--- src/rtl/out_port_serializer_if.sv ---
// Bundle between one crossbar output port and the serial beat stream leaving the serializer.
// The master side feeds words and grants beats; the slave side is the serializer.
interface out_port_serializer_if #(
   parameter int unsigned DATA_WIDTH = 480,
   parameter int unsigned CTRL_WIDTH = 32,
   parameter int unsigned OUT_WIDTH  = 96
);
   logic                  in_wr;
   logic [CTRL_WIDTH-1:0] in_ctl;
   logic [DATA_WIDTH-1:0] in_data;
   logic                  out_valid;
   logic                  out_ready;
   logic [OUT_WIDTH-1:0]  out_data;
   logic [CTRL_WIDTH-1:0] out_ctl;
   logic                  out_sop;
   logic                  out_eop;

   modport master (
      output in_wr, in_ctl, in_data, out_ready,
      input  out_valid, out_data, out_ctl, out_sop, out_eop
   );

   modport slave (
      input  in_wr, in_ctl, in_data, out_ready,
      output out_valid, out_data, out_ctl, out_sop, out_eop
   );
endinterface

--- src/rtl/out_port_serializer.sv ---
// Buffers wide crossbar words in a small FIFO and streams each one out as NUM_BEATS
// narrow beats, LSB slice first, with sop/eop markers and drop/packet statistics.
module out_port_serializer #(
   parameter int unsigned DATA_WIDTH = 480,
   parameter int unsigned CTRL_WIDTH = 32,
   parameter int unsigned OUT_WIDTH  = 96,
   parameter int unsigned DEPTH_BITS = 2,
   parameter int unsigned CNT_WIDTH  = 32
) (
   input  logic                  clk,
   input  logic                  rst,
   out_port_serializer_if.slave  bus,
   output logic [DEPTH_BITS:0]   level,
   output logic [CNT_WIDTH-1:0]  drop_cnt,
   output logic [CNT_WIDTH-1:0]  pkt_cnt
);
   localparam int unsigned NumBeats = DATA_WIDTH / OUT_WIDTH;
   localparam int unsigned Depth    = 2 ** DEPTH_BITS;
   localparam int unsigned BeatW    = (NumBeats > 1) ? $clog2(NumBeats) : 1;
   localparam int unsigned EntryW   = CTRL_WIDTH + DATA_WIDTH;

   localparam logic [BeatW-1:0]    LastBeat  = BeatW'(NumBeats - 1);
   localparam logic [DEPTH_BITS:0] FullLevel = (DEPTH_BITS + 1)'(Depth);

   localparam logic [0:0] IDLE = 1'b0;
   localparam logic [0:0] SEND = 1'b1;

   logic [0:0]                          state_q, state_d;
   logic [BeatW-1:0]                    beat_q, beat_d;
   logic [NumBeats-1:0][OUT_WIDTH-1:0]  hold_data_q;
   logic [CTRL_WIDTH-1:0]               hold_ctl_q;
   logic [EntryW-1:0]                   mem_q [Depth];
   logic [DEPTH_BITS-1:0]               wr_ptr_q, rd_ptr_q;
   logic [DEPTH_BITS:0]                 level_q, level_d;
   logic [CNT_WIDTH-1:0]                drop_q, pkt_q;

   logic xfer, last_xfer, pop, push, drop;

   assign xfer      = (state_q == SEND) && bus.out_ready;
   assign last_xfer = xfer && (beat_q == LastBeat);
   // Head is popped either to start from idle or right on the eop beat, so words never bubble.
   assign pop       = (level_q != '0) && ((state_q == IDLE) || last_xfer);
   assign push      = bus.in_wr && ((level_q != FullLevel) || pop);
   assign drop      = bus.in_wr && !push;

   always_comb begin
      state_d = state_q;
      beat_d  = beat_q;
      case (state_q)
         IDLE: begin
            if (pop) begin
               state_d = SEND;
               beat_d  = '0;
            end
         end
         SEND: begin
            if (last_xfer) begin
               if (pop) beat_d = '0;
               else     state_d = IDLE;
            end else if (xfer) begin
               beat_d = beat_q + BeatW'(1);
            end
         end
         default: state_d = IDLE;
      endcase
   end

   always_comb begin
      level_d = level_q;
      if (push && !pop)      level_d = level_q + (DEPTH_BITS + 1)'(1);
      else if (pop && !push) level_d = level_q - (DEPTH_BITS + 1)'(1);
   end

   always_ff @(posedge clk or negedge rst) begin
      if (!rst) begin
         state_q     <= IDLE;
         beat_q      <= '0;
         hold_data_q <= '0;
         hold_ctl_q  <= '0;
         wr_ptr_q    <= '0;
         rd_ptr_q    <= '0;
         level_q     <= '0;
         drop_q      <= '0;
         pkt_q       <= '0;
      end else begin
         state_q <= state_d;
         beat_q  <= beat_d;
         level_q <= level_d;
         if (pop) begin
            {hold_ctl_q, hold_data_q} <= mem_q[rd_ptr_q];
            rd_ptr_q                  <= rd_ptr_q + DEPTH_BITS'(1);
         end
         if (push) wr_ptr_q <= wr_ptr_q + DEPTH_BITS'(1);
         if (drop && (drop_q != '1)) drop_q <= drop_q + CNT_WIDTH'(1);
         if (last_xfer && (pkt_q != '1)) pkt_q <= pkt_q + CNT_WIDTH'(1);
      end
   end

   // Storage needs no reset: level and pointers alone define what is valid.
   always_ff @(posedge clk) begin
      if (push) mem_q[wr_ptr_q] <= {bus.in_ctl, bus.in_data};
   end

   // beat_q is left on the last slice when idle, so out_data keeps its last value.
   assign bus.out_valid = (state_q == SEND);
   assign bus.out_sop   = (state_q == SEND) && (beat_q == '0);
   assign bus.out_eop   = (state_q == SEND) && (beat_q == LastBeat);
   assign bus.out_data  = hold_data_q[beat_q];
   assign bus.out_ctl   = hold_ctl_q;

   assign level    = level_q;
   assign drop_cnt = drop_q;
   assign pkt_cnt  = pkt_q;
endmodule

--- src/flat_wrapper.sv ---
// flat-port wrapper written by rule: the top's interface ports become plain ports
module out_port_serializer_flat 
#(
   parameter int unsigned DATA_WIDTH = 480,
   parameter int unsigned CTRL_WIDTH = 32,
   parameter int unsigned OUT_WIDTH  = 96,
   parameter int unsigned DEPTH_BITS = 2,
   parameter int unsigned CNT_WIDTH  = 32
)
  (clk, rst, level, drop_cnt, pkt_cnt, bus_in_wr, bus_in_ctl, bus_in_data, bus_out_ready, bus_out_valid, bus_out_data, bus_out_ctl, bus_out_sop, bus_out_eop);
  out_port_serializer_if #(.DATA_WIDTH(DATA_WIDTH), .CTRL_WIDTH(CTRL_WIDTH), .OUT_WIDTH(OUT_WIDTH)) bus_i ();
  input  logic clk;
  input  logic rst;
  output logic [DEPTH_BITS:0] level;
  output logic [CNT_WIDTH-1:0] drop_cnt;
  output logic [CNT_WIDTH-1:0] pkt_cnt;
  input wire logic [$bits(bus_i.in_wr)-1:0] bus_in_wr;
  input wire logic [$bits(bus_i.in_ctl)-1:0] bus_in_ctl;
  input wire logic [$bits(bus_i.in_data)-1:0] bus_in_data;
  input wire logic [$bits(bus_i.out_ready)-1:0] bus_out_ready;
  output wire logic [$bits(bus_i.out_valid)-1:0] bus_out_valid;
  output wire logic [$bits(bus_i.out_data)-1:0] bus_out_data;
  output wire logic [$bits(bus_i.out_ctl)-1:0] bus_out_ctl;
  output wire logic [$bits(bus_i.out_sop)-1:0] bus_out_sop;
  output wire logic [$bits(bus_i.out_eop)-1:0] bus_out_eop;
  assign bus_i.in_wr = bus_in_wr;
  assign bus_i.in_ctl = bus_in_ctl;
  assign bus_i.in_data = bus_in_data;
  assign bus_i.out_ready = bus_out_ready;
  assign bus_out_valid = bus_i.out_valid;
  assign bus_out_data = bus_i.out_data;
  assign bus_out_ctl = bus_i.out_ctl;
  assign bus_out_sop = bus_i.out_sop;
  assign bus_out_eop = bus_i.out_eop;
  out_port_serializer #(.DATA_WIDTH(DATA_WIDTH), .CTRL_WIDTH(CTRL_WIDTH), .OUT_WIDTH(OUT_WIDTH), .DEPTH_BITS(DEPTH_BITS), .CNT_WIDTH(CNT_WIDTH)) u_core (.clk(clk), .rst(rst), .bus(bus_i), .level(level), .drop_cnt(drop_cnt), .pkt_cnt(pkt_cnt));
endmodule
--- config.mk ---
export PLATFORM = sky130hd
export DESIGN_NAME = out_port_serializer_flat
export DESIGN_NICKNAME = d
export VERILOG_FILES = /design/src/rtl/out_port_serializer_if.sv /design/src/rtl/out_port_serializer.sv /design/src/flat_wrapper.sv
export SDC_FILE = /design/constraint.sdc
export NUM_CORES = 2
export LEC_CHECK = 0
export BUFFER_PORTS_ARGS = -buffer_cell sky130_fd_sc_hd__buf_2
export CAP_MARGIN = 30
export CORE_MARGIN = 2
export CORE_UTILIZATION = 50
export CTS_BUF_LIST = sky130_fd_sc_hd__clkbuf_8
export DETAILED_ROUTE_END_ITERATION = 12
export PLACE_DENSITY = 0.68
export SYNTH_ARGS = -nofsm -noshare
export SYNTH_HDL_FRONTEND = slang
export SYNTH_SLANG_ARGS = --single-unit
export TNS_END_PERCENT = 5
--- constraint.sdc ---
create_clock -name clk -period 19.2 [get_ports clk]
set_clock_uncertainty 0.1 [all_clocks]
set_input_delay 0.96 -clock clk [delete_from_list [all_inputs] [get_ports clk]]
set_output_delay 0.96 -clock clk [all_outputs]
set_load 0.01 [all_outputs]
==> run metrics <==
CTS tree=built; Initial Utilization=0.504; share of cells above drive strength 1=0.273; Clock Tree Root=clkbuf_8; M3 GR Usage=0.0424; DR vias=54575; synthesized flop and latch total=2635; nets@finish=7415; Core Region=197000 um2; unrepaired setup endpoints after global routing=no; post-synthesis sequential area ratio=0.766; Fin Setup TNS=0 ns; Die W=450 um; total grt overflow=0; clk buf depth=4; Static Leakage=46.2 nW; Fmax=170 MHz; largest net degree at the start of global routing=182; initial antenna violation count=60; WP data arrival=6.47 ns; CP Class=register to register; Worst Tran Pin Value=1.30 ns; Post-Syn Nets=5957; ys async rst share=0.223; num rows=163; CP max stage cell=buf_4; Routed Antenna Nets=0; TritonRoute pass-1 iters=6; Setup crit start=u_core.beat_q[0]; met1 Track Usage GR=0.321; synth unique cells=45; crit path capture type=register; initial DRC count=4620; Mapped Cells=5431; IO Pins=714; Cell Pwr Density=147 nW/um2; wire length per cell=24.2 um; Syn. warnings=0; hold path startpoint=bus_in_wr; GRT Total Usage=0.236; Max rail drop VDD=0.126 mV; commonest non-fill, non-tap cells in the layout=2048 x edfxtp_1, 1572 x nand2_1, 712 x buf_2; most frequent CP cell=buf_4; Mean Syn Cell Area=18.3 um2; fin. max-slew vios=0; worst-skew pair later-pin latency=1.10 ns; Max stage delay on crit path=0.85 ns; # DRC=0; first-pass GRT wire length=357000 um; worst path buffer plus inverter count=4; startpoint types=register; # port buffers=713; Post-synth top flop=edfxtp_1; Die Area=203000 um2; final hold viol count=0; CP cell instances=inv_1, ha_1, nand3_1, a21boi_1, and2_4, buf_4, buf_12, buf_4; dpl ws=13.08 ns; commonest non-fill, non-tap cell in the layout=edfxtp_1; Layout area overhead=20.3%; vias in the first global route=56068; fin crit period=5.87 ns; clock sinks=2635; CP max FO=127; reg-to-reg startpoint=u_core.beat_q[0]; total wire length=240000 um; crit path setup slack, layout=13.33 ns; Final Cycle Share=0.305; number of flops mapped to enable cells by yosys=2048; Layout Cells excl Fill=9922; met2 GRT Util=0.381; placed insts=8582; Via-to-Cell Ratio=5.50; status=completed; Die Y=450 um; max cap viols=0; H-tree levels=5; CP required=19.81 ns; synthesized area=99500 um2; final setup vio count=0; CP delay by family, top=buffers and inverters; global-route layer with the greatest usage=met2; worst min-delay path category=primary input to register; post-DP HPWL=142000 um; Num CTS Buffers=428; Clock transition at path regs=0.06 ns; Rel. slew slack=0.134; Placer Congestion=0.784
-- worst reg2reg max path: stages (launching register included) --
cell and delay (ns):
dfrtp_4 0.79, inv_1 0.23, ha_1 0.30, nand3_1 0.27, a21boi_1 0.57, and2_4 0.70
buf_4 0.82, buf_12 0.67, buf_4 0.97
-- cells in the mapped netlist, drive strengths merged (13+ instances only) --
library cell,number,share of area
edfxtp,2048,0.62
nand2,1572,0.059
mux4,608,0.14
dfrtp,587,0.15
clkbuf,202,0.0076
a22o,96,0.0085
buf,74,0.0035
xor2,37,0.0033
nor3,30,0.0016
xnor2,28,0.0025
nand4,26,0.0016
nand3,22,0.0012
nor2,13,0.00052
-- state kept, by name, summed over array words and instances (netlist names) --
name	count
u_core.beat_q	3
u_core.bus.out_ctl	32
u_core.bus.out_valid	1
u_core.drop_cnt	32
u_core.hold_data_q	480
u_core.level	3
u_core.mem_q	2048
u_core.pkt_cnt	32
u_core.rd_ptr_q	2
u_core.wr_ptr_q	2
-- path summary, 6_finish.rpt --
path	endpoint	slack [ns]	depth (start not counted)
max	u_core.mem_q[2][276]	13.33	8
min	u_core.wr_ptr_q[0]	0.31	3
max reg2reg	u_core.mem_q[2][276]	13.33	8
min reg2reg	u_core.hold_data_q[374]	0.37	2
max in group asynchronous	u_core.hold_data_q[53]	15.02	6
min in group asynchronous	u_core.hold_data_q[0]	0.39	2
-- metal layers --
metal / vias to the layer above / share of wire
li1: 23717 / -
met1: 28356 / 0.41
met2: 2008 / 0.50
met3: 482 / 0.058
met4: 12 / 0.035
met5: - / 0.00029
-- logic make-up after synthesis --
kind of cell | share of synthesized area
buffers and inverters | 0.0115
AND/OR/NAND/NOR | 0.0678
flip-flops | 0.766
AO/OA/AOI/OAI | 0.00950
adder cells (fa/ha/maj) | 0.00133
multiplexers | 0.138
XOR/XNOR | 0.00572
-- through the flow --
| stage | hold WS [ns] | util | area [um2] | total power (W) |
|---|---|---|---|---|
| floorplan | 0.340 | - | 99500 | 0.0117 |
| global placement | 0.352 | 0.537 | 106000 | 0.0128 |
| detailed placement | 0.357 | 0.537 | 106000 | 0.0130 |
| CTS | 0.136 | 0.605 | 119000 | 0.0177 |
| global route | 0.236 | 0.606 | 120000 | 0.0184 |
| finish | 0.306 | 0.606 | 120000 | 0.0175 |
-- what timing repair did --
action,in CTS,in global routing
buffers inserted,0,0
hold buffers,514,0
endpoints found under the hold margin,2118,0
resized for setup,0,0
-- power by group --
part	internal (W)	leakage, nW	switching, W
combinational	0.00207	15.0	0.00270
sequential	0.00761	26.3	0.000526
clock	0.00246	4.86	0.00216
-- layout make-up --
class | instances | area (um2)
antenna | 42 | 105
clock buffer | 492 | 6770
clock inverter | 289 | 1460
fill | 14504 | 77800
inverter | 10 | 47.5
multi-input combinational | 2510 | 22200
sequential | 2635 | 76200
tap | 2640 | 3300
timing repair buffer | 1304 | 9600
No activity file was read; power rests on OpenSTA's default activity.
